<file path="src/rtl/sync_fifo_level.sv">
// sync_fifo_level: single-clock first-word-fall-through FIFO with a registered
// fill level, full/empty and almost-full/almost-empty status flags.
// Optional macro SYNC_FIFO_LEVEL_ERR_EN enables the sticky overflow/underflow
// flags; without it ovf_o/udf_o are constant 0 and no error logic exists.
module sync_fifo_level #(
    parameter int DATA_WIDTH          = 8,
    parameter int DATA_DEPTH          = 16,
    parameter int ALMOST_FULL_MARGIN  = 4,
    parameter int ALMOST_EMPTY_MARGIN = 1
) (
    input  logic                          clk,
    input  logic                          rst,
    input  logic                          clr_i,
    input  logic                          wr_valid_i,
    output logic                          wr_ready_o,
    input  logic [DATA_WIDTH-1:0]         wr_data_i,
    output logic                          rd_valid_o,
    input  logic                          rd_ready_i,
    output logic [DATA_WIDTH-1:0]         rd_data_o,
    output logic                          full_o,
    output logic                          almost_full_o,
    output logic                          empty_o,
    output logic                          almost_empty_o,
    output logic [$clog2(DATA_DEPTH):0]   level_o,
    output logic                          ovf_o,
    output logic                          udf_o
);

    localparam int AW = $clog2(DATA_DEPTH);
    localparam int PW = AW + 1;

    localparam logic [PW-1:0] DEPTH_L = PW'(DATA_DEPTH);
    localparam logic [PW-1:0] AF_TH   = PW'(DATA_DEPTH - ALMOST_FULL_MARGIN);
    localparam logic [PW-1:0] AE_TH   = PW'(ALMOST_EMPTY_MARGIN);

    logic [DATA_WIDTH-1:0] mem [DATA_DEPTH];
    logic [PW-1:0]         wr_ptr;
    logic [PW-1:0]         rd_ptr;
    logic [PW-1:0]         level;
    logic                  full;
    logic                  empty;
    logic                  wr_accept;
    logic                  rd_accept;

    // Status decode and handshake qualification from the registered level
    always_comb begin
        full      = (level == DEPTH_L);
        empty     = (level == '0);
        wr_accept = wr_valid_i && !full;
        rd_accept = rd_ready_i && !empty;
    end

    assign wr_ready_o     = !full;
    assign rd_valid_o     = !empty;
    assign full_o         = full;
    assign empty_o        = empty;
    assign almost_full_o  = (level >= AF_TH);
    assign almost_empty_o = (level <= AE_TH);
    assign level_o        = level;
    assign rd_data_o      = mem[rd_ptr[AW-1:0]];

    // Storage write; memory is never reset, and a flushed write is dropped
    always_ff @(posedge clk) begin
        if (!rst && !clr_i && wr_accept) begin
            mem[wr_ptr[AW-1:0]] <= wr_data_i;
        end
    end

    // Pointers and level; reset beats flush, flush beats both handshakes
    always_ff @(posedge clk) begin
        if (rst || clr_i) begin
            wr_ptr <= '0;
            rd_ptr <= '0;
            level  <= '0;
        end else begin
            if (wr_accept) begin
                wr_ptr <= wr_ptr + PW'(1);
            end
            if (rd_accept) begin
                rd_ptr <= rd_ptr + PW'(1);
            end
            if (wr_accept && !rd_accept) begin
                level <= level + PW'(1);
            end else if (rd_accept && !wr_accept) begin
                level <= level - PW'(1);
            end
        end
    end

`ifdef SYNC_FIFO_LEVEL_ERR_EN
    logic ovf_q;
    logic udf_q;

    // Sticky error flags; a write attempt on full or a read attempt on empty sets them
    always_ff @(posedge clk) begin
        if (rst || clr_i) begin
            ovf_q <= 1'b0;
            udf_q <= 1'b0;
        end else begin
            if (wr_valid_i && full) begin
                ovf_q <= 1'b1;
            end
            if (rd_ready_i && empty) begin
                udf_q <= 1'b1;
            end
        end
    end

    assign ovf_o = ovf_q;
    assign udf_o = udf_q;
`else
    assign ovf_o = 1'b0;
    assign udf_o = 1'b0;
`endif

endmodule

</file>
<file path="config.mk">
export PLATFORM = sky130hd
export DESIGN_NAME = sync_fifo_level
export DESIGN_NICKNAME = d
export VERILOG_FILES = /design/src/rtl/sync_fifo_level.sv
export SDC_FILE = /design/constraint.sdc
export NUM_CORES = 1
export LEC_CHECK = 0
export CORE_ASPECT_RATIO = 0.7
export CORE_UTILIZATION = 63
export CTS_BUF_LIST = sky130_fd_sc_hd__clkbuf_16
export CTS_CLUSTER_DIAMETER = 40
export DETAILED_ROUTE_END_ITERATION = 6
export GPL_ROUTABILITY_DRIVEN = 0
export PLACE_DENSITY_LB_ADDON = 0.12
export SLEW_MARGIN = 20
export SYNTH_ARGS = -nofsm -noshare
export SYNTH_HDL_FRONTEND = slang
export SYNTH_SLANG_ARGS = --single-unit
</file>
<file path="constraint.sdc">
create_clock -name clk -period 5.85 [get_ports clk]
set_input_delay 0.8775 -clock clk [delete_from_list [all_inputs] [get_ports clk]]
set_output_delay 0.8775 -clock clk [all_outputs]
set_load 0.01 [all_outputs]
</file>
# Word-level counts from Yosys, hierarchy flattened
# Memory sizes are Yosys's and may differ from the RTL's. A register that Yosys moved wholly into a read port is not among the register bits.
# Cells that the tools add are included.
[op_classes]
addsub = 4
order_cmp = 2
n_eq_ne = 1
muxes = 6
reduce_logical = 15
[op_table]
columns = ["operator", "count"]
rows = [
  ["adder 5 x 1 -> 5 bit, second input constant", 3],
  ["2-to-1 mux 5 bit", 2],
  ["2-to-1 mux 4 bit", 2],
  ["logical AND 1 bit", 6],
  ["zero test 1 bit", 6],
  ["equality test 5 bit, second input constant", 1],
  [">= comparator 5 x 4 -> 1 bit, second input constant", 1],
  ["<= comparator 5 x 1 -> 1 bit, second input constant", 1],
  ["zero test 5 bit", 1],
  ["subtractor 5 x 1 -> 5 bit, second input constant", 1],
  ["2-to-1 mux 1 bit", 2],
  ["nonzero test 2 bit", 1],
  ["logical OR 1 bit", 1],
]
[totals]
reg_bits = 15
ram_bits = 128
inputBits = 13
output_inout_bits = 21
word_cells = 32
n_memories = 1
[memory_table]
columns = ["memory", "depth", "width", "read_ports", "rd_ports_with_merged_regs", "write_ports", "line", "text"]
rows = [
  ["mem", 16, 8, 1, 1, 1, "36", "logic [DATA_WIDTH-1:0] mem [DATA_DEPTH];"],
]

# Longest topological paths before layout
[depth]
depth_word = 7
ltp_mapped = 10

# Worst setup path after synthesis
# No wires, ideal clock.
[synth_path]
path_kind = "register to register"
startpoint = "reg level[0], in the netlist level_o[0]"
endpoint = "reg level[4], in the netlist level_o[4]"
setup_time_ns = 0.122
arrival_ns = 2.322
required_time_ns = 5.728
path_slack_ns = 3.407
path_stages_with_launch = 11
path_buffers = 1
period_less_slack_ns = 2.443
path_cell_list = "dfxtp_1 > inv_1 > ha_1 > nand4bb_1 > and2_1 > buf_2 > ha_1 > or4b_1 > a21oi_2 > xnor2_1 > nor2_1"
[synth_via]
elab_chain_cells = 6
elab_cells_between_ends = 15
[synth_lines]
columns = ["element", "line", "text"]
rows = [
  ["start: declaration", "39", "logic [PW-1:0] level;"],
  ["start signal: assignment", "83", "level <= level + PW'(1);"],
  ["start signal: assignment", "85", "level <= level - PW'(1);"],
  ["equality test 5 bit *", "47", "full = (level == DEPTH_L);"],
  ["zero test 1 bit *", "-", ""],
  ["via wr_ready_o", "15", "output logic wr_ready_o,"],
  ["logical AND 1 bit *", "49", "wr_accept = wr_valid_i && !full;"],
  ["via wr_accept", "42", "logic wr_accept;"],
  ["zero test 1 bit", "84", "end else if (rd_accept && !wr_accept) begin"],
  ["logical AND 1 bit", "84", ""],
  ["nonzero test 2 bit (no line)", "-", ""],
]
# Mark *: on every way through the listed nets, which the timed path passes. The rest lies on a longest branch. The select of a mux whose other input is x is not followed.
# A chain may end at the register's enable or synchronous reset.

==> results by group <==
Run status
  – Status: complete, no violations

Clock network
  – CTS H-tree lvls: 4
  – PostCTS Resize Cnt: 0
  – CTS tree: built
  – Cts hold-fix bufs: 0
  – Clk Tree Root Cell: clkbuf_16
  – Clk pin slew, worst setup/hold paths: 0.06 ns
  – Post-CTS Repair Setup Buffers: 0
  – Cts bufs inserted: 17
  – Longest Clk Path Bufs: 2
  – Worst-Skew Late Latency: 0.42 ns
  – Clock Sinks: 145

Detailed routing
  – Pre-antenna DRT Iters: 5
  – Post-route DRC: 0
  – WL per Instance: 24.4 um
  – Vias: 3093
  – DR iter-0 viols: 334
  – Final antenna-violating net count: 0
  – WL final: 11800 um
  – Avg Vias per Cell: 6.38

Die
  – Core ar.: 8690 um^2
  – Die width: 117 um
  – Die height: 82.2 um
  – Rows: 28
  – Die area: 9570 um^2
  – Top-Level Pins: 34
  – Starting Density: 66.6%

Cells and area
  – Share of layout cells above drive strength 1: 19.2%
  – Area Overhead vs Synth: 17.7%
  – Core Util, Final: 78.3%
  – Most common cell after layout, fill and taps aside: edfxtp_1
  – Nets@finish: 375
  – Most frequent cells in the layout: 128 x edfxtp_1, 32 x mux4_2, 32 x nor2_1
  – Antenna Cells: 0

Critical path
  – Critical Path RT: 4.97 ns
  – Slowest CP cell: dfxtp_2
  – CP max stage delay: 0.80 ns
  – Critical path arrival: 3.09 ns
  – CP cell instances: buf_4 -> mux4_2 -> a22oi_1 -> nand2_1 -> clkdlybuf4s50_1
  – CP Class: reg2out
  – CP Launch Type: flop
  – Crit Path Max Fanout: 20
  – Crit. End Element: output pin
  – Worst Path Buf+Inv: 2
  – CP top delay family: buffers and inverters

Timing
  – Worst clock skew: 0.0112 ns
  – RSZ-0062 raised after global routing: false
  – TNS Setup: 0 ns
  – Worst-margin pin slew: 0.967 ns
  – Fin Hold WS: 0.526 ns
  – FMAX: 0.252 GHz
  – Final setup fails: 0
  – Slew headroom: 35.3%
  – Post-route clock period utilization: 67.9%
  – Tmin final: 3.97 ns
  – Setup ws final: 1.88 ns
  – Final hold violation count: 0
  – Final slew viol count: 0

Min path
  – Hold crit path type: reg2reg

Global route
  – First-pass GRT wire length: 18000 um
  – Gr ovfl total: 0
  – Vias in the first global route: 3100
  – Largest net degree at the start of global routing: 25
  – Gr usage total: 28.3%
  – Initial antenna violation count: 1

Run
  – Max Cap Viol: 0

Power
  – Sequential share of power: 45.1%
  – Sw frac: 20.4%
  – Clock power frac: 46.1%
  – Tot Pwr: 2570 uW
  – Internal Power: 2040 uW
  – PwrDens: 377 nW/um^2
  – Leak: 0.00223 uW
  – Worst VDD drop: 0.000290 V
  – Comb power frac: 8.8%
  – NetSw: 524 uW

Logic synthesis
  – Async S/R FF share, synth: 0%
  – Synth top area cells: edfxtp_1 66%, mux4_2 12%, dfxtp_1 5.9%, ha_1 2.2%, a22oi_1 2.1%
  – Post-synthesis sequential area ratio: 72.3%
  – Combinational family with the most area after synthesis: multiplexers
  – Synth Area in Compound Gates: 2.90%
  – Fraction of the mapped netlist area in adder cells: 2.16%
  – Area share of the largest cell type after synthesis: 66.5%
  – Post-synthesis cell count: 316
  – Syn avg cell area: 18.3 um^2
  – Simple-Gate Fraction of Synth Area: 5.82%
  – Synth cell types: 37
  – XOR/XNOR share of the synthesized area: 1.64%
  – Ys Warns: 0
  – Mux contribution to synthesized area: 12.8%
  – Post-synth EDFFs: 128
  – Cell taking the most area after synthesis: edfxtp_1
  – Primary flip-flop cell chosen by synthesis mapping: edfxtp_1
  – Netlist Area Pre-Place: 5780 um^2
  – Seq cells post-synth: 145

Place
  – PortBufs: 31
  – Final HPWL DP: 7270 um
  – Place WS: 2.32 ns
-- synthesized netlist by cell type, types with 2 or more instances --
| master | n |
|---|---|
| buf_2 | 2 |
| buf_4 | 3 |
| edfxtp_1 | 128 |
| nor2_1 | 32 |
| mux2i_1 | 2 |
| xor2_1 | 6 |
| ha_1 | 10 |
| and2_1 | 2 |
| dfxtp_1 | 17 |
| nor2b_1 | 2 |
| and3_1 | 2 |
| nand2_1 | 13 |
| mux4_2 | 32 |
| inv_1 | 6 |
| nand3_1 | 6 |
| nand4_1 | 2 |
| a21oi_1 | 5 |
| clkbuf_1 | 4 |
| buf_6 | 4 |
| xnor2_1 | 3 |
| a22oi_1 | 16 |
| buf_1 | 4 |
-- layer usage --
metal  wire (um)  share of wire, %  global-route usage [%]  up-vias
li1            -                 -                       -     1305
met1        5220                44                    40.4     1580
met2        5380                45                    40.4      168
met3         909               7.7                    8.61       38
met4         311               2.6                    13.6        2
met5          13              0.11                       0        -
-- path summary, 6_finish.rpt --
check	cells past startpoint	from	slack, ns	endpoint
min reg2reg	2	rd_ptr[3]	0.53	rd_ptr[3]
max	5	flop	1.88	rd_data_o[3]
min	2	rd_ptr[3]	0.53	rd_ptr[3]
max reg2reg	6	level_o[0]	3.21	mem[2][3]
-- cell type report --
cell class | count | area (um^2)
clock buffers | 17 | 425
clock inverters | 15 | 225
fillers | 490 | 1880
inverters | 6 | 22.5
multi-input cells | 149 | 1470
flip-flops and latches | 145 | 4190
well taps | 120 | 150
repair buffers | 33 | 325
-- cells by family (layout without fill, tap and decap cells) --
logic type,count (synthesis),after routing
AO/OA/AOI/OAI,24,24
flip-flops,145,145
adder cells (fa/ha/maj),10,10
buffers and inverters,23,71
multiplexers,34,34
XOR/XNOR,10,10
AND/OR/NAND/NOR,69,69
other,1,2
-- worst reg2reg max path, cell delays in order (launching register included) --
cell,delay (ns)
dfxtp_1,0.45
inv_1,0.12
ha_1,0.25
nand4bb_1,0.19
and2_1,0.31
nand2_1,0.17
nor2_1,0.77
-- power by group through the flow --
stage	logic (uW)	registers [uW]	clock network, uW
after floorplan	151	1170	0
after CTS	226	1160	1190
after detailed placement	222	1180	0
after global routing	243	1160	1240
after global placement	216	1180	0
final	225	1160	1180
-- state kept, by name, summed over array words and instances, names as in the netlist, named ones only --
name,count
mem,128
rd_ptr,4
level_o,5
wr_ptr,4
-- through the flow --
step	instances	area, um^2
2_1_floorplan	317	5790
3_3_place_gp	453	6160
3_5_place_dp	453	6160
4_1_cts	485	6810
5_1_grt	485	6810
6_report	485	6810
Power figures use the tool's default switching activity.
